===== config.mk =====
export PLATFORM = sky130hd
export DESIGN_NAME = mib_cmd_slave
export DESIGN_NICKNAME = d
export VERILOG_FILES = /design/src/rtl/mib_pkg.sv /design/src/rtl/mib_ack_timer.sv /design/src/rtl/mib_cmd_slave.sv
export SDC_FILE = /design/constraint.sdc
export NUM_CORES = 1
export LEC_CHECK = 0
export ABC_AREA = 1
export CAP_MARGIN = 5
export CORE_UTILIZATION = 40
export DETAILED_ROUTE_END_ITERATION = 8
export PLACE_DENSITY = 0.69
export SLEW_MARGIN = 20
export SYNTH_ARGS = -nofsm -noshare
export SYNTH_HDL_FRONTEND = slang
export SYNTH_SLANG_ARGS = --single-unit

===== constraint.sdc =====
create_clock -name i_sysclk -period 4.9 [get_ports i_sysclk]
set_input_delay 0.735 -clock i_sysclk [delete_from_list [all_inputs] [get_ports i_sysclk]]
set_output_delay 0.735 -clock i_sysclk [all_outputs]
set_load 0.005 [all_outputs]

===== src/rtl/mib_pkg.sv =====
// Shared MIB slave types and bus widths.
package mib_pkg;
  localparam int MIB_AD_BITS   = 16;
  localparam int CMD_ADDR_BITS = 24;
  localparam int CMD_DATA_BITS = 32;
  localparam int MIB_MSN_HI    = 23;
  localparam int MIB_MSN_LO    = 20;

  typedef enum logic [3:0] {
    IDLE, ADDR2, WDAT1, WDAT2, CMD_REQ, CMD_WAIT, RD_HI, RD_LO, WR_ACK
  } mib_slv_state_t;
endpackage


===== src/rtl/mib_ack_timer.sv =====
// Clearable, saturating command-ack timeout counter; o_expired fires on the
// cycle the count steps onto LIMIT and never again until cleared.
module mib_ack_timer #(
  parameter int LIMIT = 16
) (
  input  logic i_sysclk,
  input  logic i_srst_n,
  input  logic i_clr,
  input  logic i_en,
  output logic o_expired
);
  localparam int W = $clog2(LIMIT + 1);

  logic [W-1:0] cnt;

  always_ff @(posedge i_sysclk) begin
    if (!i_srst_n || i_clr)
      cnt <= '0;
    else if (i_en && cnt != W'(LIMIT))
      cnt <= cnt + 1'b1;
  end

  assign o_expired = i_en && (cnt == W'(LIMIT - 1));
endmodule


===== src/rtl/mib_cmd_slave.sv =====
// MIB slave endpoint: captures address/data phases, issues one command-bus
// transaction, returns ack or read data. Optional timeout error counter
// under `MIB_CMD_SLAVE_ERR_CNT_EN.
module mib_cmd_slave
  import mib_pkg::*;
#(
  parameter logic [3:0] P_MIB_MSN              = 4'h0,
  parameter int         P_CMD_ACK_TIMEOUT_CLKS = 16
) (
  input  logic                     i_sysclk,
  input  logic                     i_srst_n,
`ifdef MIB_CMD_SLAVE_ERR_CNT_EN
  input  logic                     i_err_cnt_clr,
  output logic [15:0]              o_err_cnt,
`endif
  input  logic                     i_mib_start,
  input  logic                     i_mib_rd_wr_n,
  input  logic [MIB_AD_BITS-1:0]   i_mib_ad,
  output logic [MIB_AD_BITS-1:0]   o_mib_ad,
  output logic                     o_mib_ad_high_z,
  output logic                     o_mib_slave_ack,
  output logic                     o_cmd_sel,
  output logic                     o_cmd_rd_wr_n,
  output logic [CMD_ADDR_BITS-1:0] o_cmd_byte_addr,
  output logic [CMD_DATA_BITS-1:0] o_cmd_wdata,
  input  logic                     i_cmd_ack,
  input  logic [CMD_DATA_BITS-1:0] i_cmd_rdata,
  output logic                     o_cmd_timeout
);
  mib_slv_state_t state, nxt;
  logic tmo_nxt, expired;
  logic [MIB_AD_BITS-1:0] rd_lo;

  mib_ack_timer #(.LIMIT(P_CMD_ACK_TIMEOUT_CLKS)) u_timer (
    .i_sysclk  (i_sysclk),
    .i_srst_n  (i_srst_n),
    .i_clr     (nxt == CMD_REQ),
    .i_en      (state == CMD_REQ || state == CMD_WAIT),
    .o_expired (expired)
  );

  always_ff @(posedge i_sysclk) begin
    if (!i_srst_n) state <= IDLE;
    else           state <= nxt;
  end

  always_comb begin
    nxt     = state;
    tmo_nxt = 1'b0;
    case (state)
      IDLE:   if (i_mib_start) nxt = ADDR2;
      ADDR2:  if (o_cmd_byte_addr[MIB_MSN_HI:MIB_MSN_LO] != P_MIB_MSN) nxt = IDLE;
              else nxt = o_cmd_rd_wr_n ? CMD_REQ : WDAT1;
      WDAT1:  nxt = WDAT2;
      WDAT2:  nxt = CMD_REQ;
      // ack may already arrive in the request cycle itself
      CMD_REQ, CMD_WAIT: begin
        if (i_cmd_ack)    nxt = o_cmd_rd_wr_n ? RD_HI : WR_ACK;
        else if (expired) begin nxt = IDLE; tmo_nxt = 1'b1; end
        else              nxt = CMD_WAIT;
      end
      RD_HI:  nxt = RD_LO;
      RD_LO:  nxt = IDLE;
      WR_ACK: nxt = IDLE;
      default: nxt = IDLE;
    endcase
  end

  // Outputs are registered from next-state so pads change only on edges.
  always_ff @(posedge i_sysclk) begin
    if (!i_srst_n) begin
      o_mib_ad        <= '0;
      o_mib_ad_high_z <= 1'b1;
      o_mib_slave_ack <= 1'b0;
      o_cmd_sel       <= 1'b0;
      o_cmd_rd_wr_n   <= 1'b1;
      o_cmd_byte_addr <= '0;
      o_cmd_wdata     <= '0;
      o_cmd_timeout   <= 1'b0;
      rd_lo           <= '0;
    end else begin
      o_cmd_sel       <= (nxt == CMD_REQ);
      o_cmd_timeout   <= tmo_nxt;
      o_mib_slave_ack <= (nxt inside {RD_HI, RD_LO, WR_ACK});
      o_mib_ad_high_z <= !(nxt inside {RD_HI, RD_LO});
      o_mib_ad        <= '0;
      if (state == IDLE && i_mib_start) begin
        o_cmd_rd_wr_n          <= i_mib_rd_wr_n;
        o_cmd_byte_addr[23:16] <= i_mib_ad[7:0];
      end
      if (state == ADDR2) o_cmd_byte_addr[15:0] <= i_mib_ad;
      if (state == WDAT1) o_cmd_wdata[31:16]    <= i_mib_ad;
      if (state == WDAT2) o_cmd_wdata[15:0]     <= i_mib_ad;
      if (nxt == RD_HI) begin
        o_mib_ad <= i_cmd_rdata[31:16];
        rd_lo    <= i_cmd_rdata[15:0];
      end
      if (nxt == RD_LO) o_mib_ad <= rd_lo;
    end
  end

`ifdef MIB_CMD_SLAVE_ERR_CNT_EN
  always_ff @(posedge i_sysclk) begin
    if (!i_srst_n || i_err_cnt_clr)
      o_err_cnt <= '0;
    else if (o_cmd_timeout && o_err_cnt != 16'hFFFF)
      o_err_cnt <= o_err_cnt + 1'b1;
  end
`endif
endmodule


==> results.md, run 1 <==
- Status: complete, but fails checks
- Violated checks: design-rule violations
- Slew Limit Fails: 0
- IO buf count: 129
- First-pass GRT wire length: between 15000 and 20000 microns
- Die width: slightly below 100 microns
- Synth Register Bits: just over 100
- Vias in the first global route: 3313
- Post-DP HPWL: between 6000 and 7000 microns
- Tcrit/Tclk final: roughly 50%
- Total Power: around 1.8 mW
- VDD IR-drop max: 190 uV
- CP Launch Type: input port
- Worst-margin pin slew: 1.02 ns
- Met2 wire length: around 4700 microns
- Clk_skew: 0.0115 ns
- Worst path required time: between 5 and 6 ns
- CTS tree: yes
- Post-CTS setup buffers: 0
- Worst-path cell chain: buf_2 > inv_1 > nor4_1
- Post-Synth Simple-Gate Area: 26.1%
- TritonCTS Buffers: 9
- Routed wl met3: 400 microns
- Number of setup violations in the final report: 0
- Final ANT Viol Nets: 0
- YS warnings: 0
- Fin. Hold Viols: 0
- Num ports: between 100 and 150
- Leak pwr: between 1.5 and 2 nW
- Critical Path Sink Type: flip-flop
- Initial DRC Count: ~150
- Root Buffer: clkbuf_8
- Register area: slightly above 2000 sq um
- CTS clk-pin slew, worst paths: approximately 0.090 ns
- Wire length per cell: 13.9 microns
- Placed cells: 693
- R2R Setup Slk: about 2.9 ns
- Max transition margin: between 30% and 40%
- Gates resized, CTS repair: 0
- Multiplexer share of the synthesized area: 0%
- Remaining DRCs: 10
- Detailed Route WL: slightly below 10000 microns
- Routed vias/inst: 4.86
- CP Data Arrival Time: 2.69 ns
- Total grt overflow: 0
- Max H-tree Level: 3
- Drt first pass iters: 6
- Min Tclk post-route: roughly 2.4 ns
- Die Ht: ~99 microns
- Max incr delay on CP: 0.76 ns
- Mapped Cells: roughly 480
- Compound-gate portion of the synthesized area: ~13%
- Post-synth cell types: 24
- Hold Path Class: reg2reg
- DR top layer: met4
- Syn Nets: 533
- Area added between synthesis and finish: 40.3%
- Initial core utilization: about 42%
- Synth top area share: a little over half
- # rows: 34
- Hold_buf cts: 0
- Post-Layout Cell Count: about 700
- Main combinational cell family by area after synthesis: simple AND/OR/NAND/NOR gates
- Die area: between 9000 and 10000 sq um
- Max Clock Freq: slightly above 400 MHz
- CTS sink cnt: between 100 and 150
- Total GRT Usage: around a fifth
- Avg Cell Area, Syn: just under 8 sq um
- Sequential fraction of the synthesis area: 54.8%
- Share of cells above drive strength 1: 5.99%
- Pin count of the biggest net entering global routing: between 60 and 70
- Vias: 3445
- N_diodes: 0
- CP max stage cell: buf_2
- Fin util: 59.0%
- Core area: 8850 sq um
- Cell taking the most area after synthesis: dfxtp_1
- Post-Synth Adder-Cell Area: 1.01%
- Routability cong.: just under 0.8
- Area contributors post-synth: dfxtp_1 55%, nor2_1 15%, o21ai_1 5.9%, nand2_1 4.8%, a21oi_1 3.5%
- Final setup margin: 2.47 ns
- Fillers: 840
- Initial antenna violation count: 0
- Layout net count: approximately 650
- Mapped Area: 3720 sq um
- Area of the multi-input gates: approximately 1500 sq um
- CTS Buffer Depth: 2
- Cell Pwr Density: approximately 350 nW/um^2
- Highest net fanout along the worst path: 67
- Setup TNS: 0 ns
- Max cap viols: 0
- RSZ-0062 raised after global routing: false
- Clock Latency Late Sink: around 0.36 ns
- DP Worst Slack: about 2.1 ns
- Xor/xnor cell area share of the yosys netlist: 0.705%
- CP Class: in2reg
- Met1 wire length: roughly 4500 microns
[final cells by class]
type / count / area share [%]
tap: 108 / 2.59
clock buffer: 13 / 2.85
sequential: 102 / 39.1
multi-input combinational: 332 / 28.8
clock inverter: 3 / 0.383
inverter: 21 / 1.51
timing repair buffer: 130 / 24.8
[logic make-up (layout without fill, tap and decap cells)]
| group | after synthesis | in the layout |
|---|---|---|
| simple gates | 232 | 232 |
| flops | 102 | 102 |
| compound gates | 94 | 94 |
| buf+inv | 43 | 167 |
| fa+ha+maj | 3 | 3 |
| xor+xnor | 3 | 3 |
[through the flow]
step | area (sq um) | hold WS (ns)
floorplan | 3720 | 0.458
global placement | 5060 | 0.462
detailed placement | 5060 | 0.462
CTS | 5230 | 0.477
global route | 5230 | 0.507
finish | 5230 | 0.480
[synthesized netlist by cell type]
library cell / instances
xnor2_1: 1
or2_2: 1
xor2_1: 2
dfxtp_1: 102
nor2_1: 147
inv_2: 9
nand3_2: 3
a21oi_1: 26
inv_1: 12
clkbuf_1: 12
nand3_1: 24
buf_4: 1
nor2_2: 2
o21ai_0: 23
nor3_4: 1
nor4_1: 1
ha_1: 3
nand2_1: 48
nand4_2: 1
nor2_4: 2
buf_2: 9
nand2_2: 2
a31oi_1: 1
o21ai_1: 44
[per-layer routing]
| metal | track usage [%] | up-vias |
|---|---|---|
| li1 | - | 1776 |
| met4 | 8.61 | 0 |
| met1 | 27.4 | 1576 |
| met2 | 34.9 | 78 |
| met3 | 3.40 | 15 |
| met5 | 0 | - |
[where the power goes]
group / leakage (nW) / switching, mW / internal (mW) / total (mW)
registers: 0.828 / 0.0471 / 0.907 / 0.954
logic: 1.08 / 0.211 / 0.204 / 0.415
clock network: 0.0796 / 0.274 / 0.199 / 0.473
[path summary, 6_finish.rpt]
| path | cells after the start | end | start |
|---|---|---|---|
| min | 2 | o_cmd_byte_addr[18] | o_cmd_byte_addr[18] |
| min reg2reg | 2 | o_cmd_byte_addr[18] | o_cmd_byte_addr[18] |
| max reg2reg | 6 | o_cmd_wdata[18] | state[1] |
| max | 3 | o_cmd_timeout | i_srst_n |
[layout by cell type, fill, tap and decap left out, drive strengths merged, types with 2 or more instances in the layout]
cell and count:
a21oi 26, inv 21, nand3 27, clkbuf 13, dfxtp 102, clkdlybuf4s50 128
ha 3, nor2 151, clkinvlp 2, nand2 50, buf 2, xor2 2
o21ai 67
[critical path, delay by kind of cell]
family	cells	cell delay, ns
buffers and inverters	2	1.50
AND/OR/NAND/NOR	1	0.42
[flip-flops by register name, summed over array words and instances (netlist names)]
register	count
o_cmd_rd_wr_n	1
o_mib_slave_ack	1
o_cmd_byte_addr	24
rd_lo	16
o_cmd_timeout	1
o_cmd_wdata	32
o_mib_ad	16
o_cmd_sel	1
u_timer.cnt	5
state	4
o_mib_ad_high_z	1
No activity file was read; power rests on OpenSTA's default activity.
==> inputs of run 2 (changes only) <==
clock period = 2.5 ns   (was 4.9 ns; I/O delays follow)
==> results.md, run 2 (synthesis gave the netlist of run 1 again) <==
- HP Start: o_cmd_byte_addr[16]
- DP Worst Slack: roughly 0.6 ns
- Hold_buf cts: 0
- Violated checks: design-rule violations
- Post-CTS setup buffers: 0
- Initial antenna violation count: 0
- Worst reg2reg path startpoint: u_timer.cnt[0]
- Post-DP HPWL: 6830 microns
- Routed vias/inst: about 5
- Remaining DRCs: 10
- Fin util: between 50% and 60%
- Biggest regs: o_cmd_wdata (32), o_cmd_byte_addr (24)
- Initial DRC Count: roughly 130
- Tcrit/Tclk final: between 70 and 80%
- Post-Layout Cell Count: around 710
- Num ports: 130
- Routability cong.: between 0.7 and 0.8
- Max cap viols: 0
- Placed cell area: a little over 5000 sq um
- Commonest non-fill, non-tap cells in the layout: 147 x nor2_1, 128 x clkdlybuf4s50_1, 102 x dfxtp_1
- CP Class: reg2reg
- CP Launch Type: flip-flop
- Critical Path Sink Type: flip-flop
- Gates resized, CTS repair: 0
- IO buf count: approximately 130
- Reg2reg end: u_timer.cnt[0]
- Total grt overflow: 0
- Area added between synthesis and finish: 41.5%
- Root Buffer: clkbuf_8
- CTS tree: yes
- CTS Buffer Depth: 2
- Layout net count: approximately 660
- Final setup margin: about 0.66 ns
- Fin Hold WS: approximately 0.47 ns
- Clk_skew: slightly above 0.01 ns
- Final Instance Area: 5270 sq um
- Pin count of the biggest net entering global routing: 67
- Max Clock Freq: ~540 MHz
- Hold Path Class: reg2reg
- Die Ht: about 99 microns
- Setup TNS: 0 ns
- Drt first pass iters: 7
- Leak pwr: 2.02 nW
- Initial core utilization: between 40% and 50%
- Min Tclk post-route: about 1.8 ns
- CTS clk-pin slew, worst paths: roughly 0.09 ns
- CTS sink cnt: a little over 100
- Largest Register: o_cmd_wdata
- R2R Setup Slk: between 0.6 and 0.7 ns
- VDD IR-drop max: 323 uV
- Number of setup violations in the final report: 0
- Share of cells above drive strength 1: approximately 6.9%
- Worst path required time: about 2.8 ns
- R2R cell count: 11
- Vias: 3517
- Worst-margin pin slew: ~0.67 ns
- Wire length per cell: 13.7 microns
- First-pass GRT wire length: roughly 16000 microns
- Fin. Hold Viols: 0
- N_diodes: 0
- Core area: roughly 8800 sq um
- Final ANT Viol Nets: 0
- Vias in the first global route: ~3400
- Cell Pwr Density: 691 nW/um^2
- Hold path depth: 2
- # rows: 34
- Die width: between 90 and 100 microns
- Placed cells: roughly 700
- Max H-tree Level: 3
- Total Power: 3.64 mW
- Die area: 9700 sq um
- Largest register FFs: 32
- Status: complete, but fails checks
- Most common cell after layout, fill and taps aside: nor2_1
- CP Data Arrival Time: between 2 and 2.5 ns
- TritonCTS Buffers: 9
- RSZ-0062 raised after global routing: false
- Hold Path End: o_cmd_byte_addr[16]
- Detailed Route WL: roughly 9800 microns
- Total GRT Usage: about a fifth
- Slew Limit Fails: 0
- Max transition margin: between 50% and 60%
- Highest net fanout along the worst path: 5
- Clock Latency Late Sink: 0.36 ns
==> run 2: power by group <==
| part | total, mW | switching, mW | internal, mW |
|---|---|---|---|
| Sequential | 1.87 | 0.0891 | 1.78 |
| Combinational | 0.819 | 0.412 | 0.407 |
| Clock | 0.958 | 0.564 | 0.395 |
| Total | 3.64 | 1.06 | 2.58 |
==> run 2: routing by layer <==
layer	part of all wire (%)	vias up	global-route usage, %
met4	1.3	0	8.96
met2	49	92	35.4
met3	5.3	9	4.11
met5	0	-	0
li1	-	1784	-
met1	44	1632	25.7
==> run 2: critical path: stages (launching register included) <==
cell and delay [ns]:
dfxtp_1 0.34, ha_1 0.21, nand2_1 0.07, nor2_1 0.04
ha_1 0.18, or2_2 0.27, nor2_1 0.17, nor2_1 0.08
nand3_1 0.13, nand3_2 0.09, nand2_2 0.11, nor2_1 0.05
==> run 2: layout make-up <==
class | count | area, sq um
Inverter | 21 | 78.8
Fill cell | 852 | 3580
Clock inverter | 4 | 32.5
Timing Repair Buffer | 135 | 1330
Clock buffer | 12 | 145
Sequential cell | 102 | 2040
Tap cell | 108 | 135
Multi-Input combinational cell | 332 | 1510
==> run 2: worst max path at each step <==
| stage | from | endpoint | slack [ns] | cells past startpoint |
|---|---|---|---|---|
| 2_1_floorplan | u_timer.cnt[0] | u_timer.cnt[3] | 0.83 | 11 |
| 6_report | u_timer.cnt[0] | u_timer.cnt[0] | 0.66 | 11 |
| 5_1_grt | u_timer.cnt[0] | u_timer.cnt[2] | 0.49 | 11 |
| 3_5_place_dp | i_cmd_ack | u_timer.cnt[0] | 0.60 | 8 |
| 3_3_place_gp | i_cmd_ack | u_timer.cnt[1] | 0.66 | 8 |
| 4_1_cts | u_timer.cnt[0] | u_timer.cnt[0] | 0.66 | 11 |
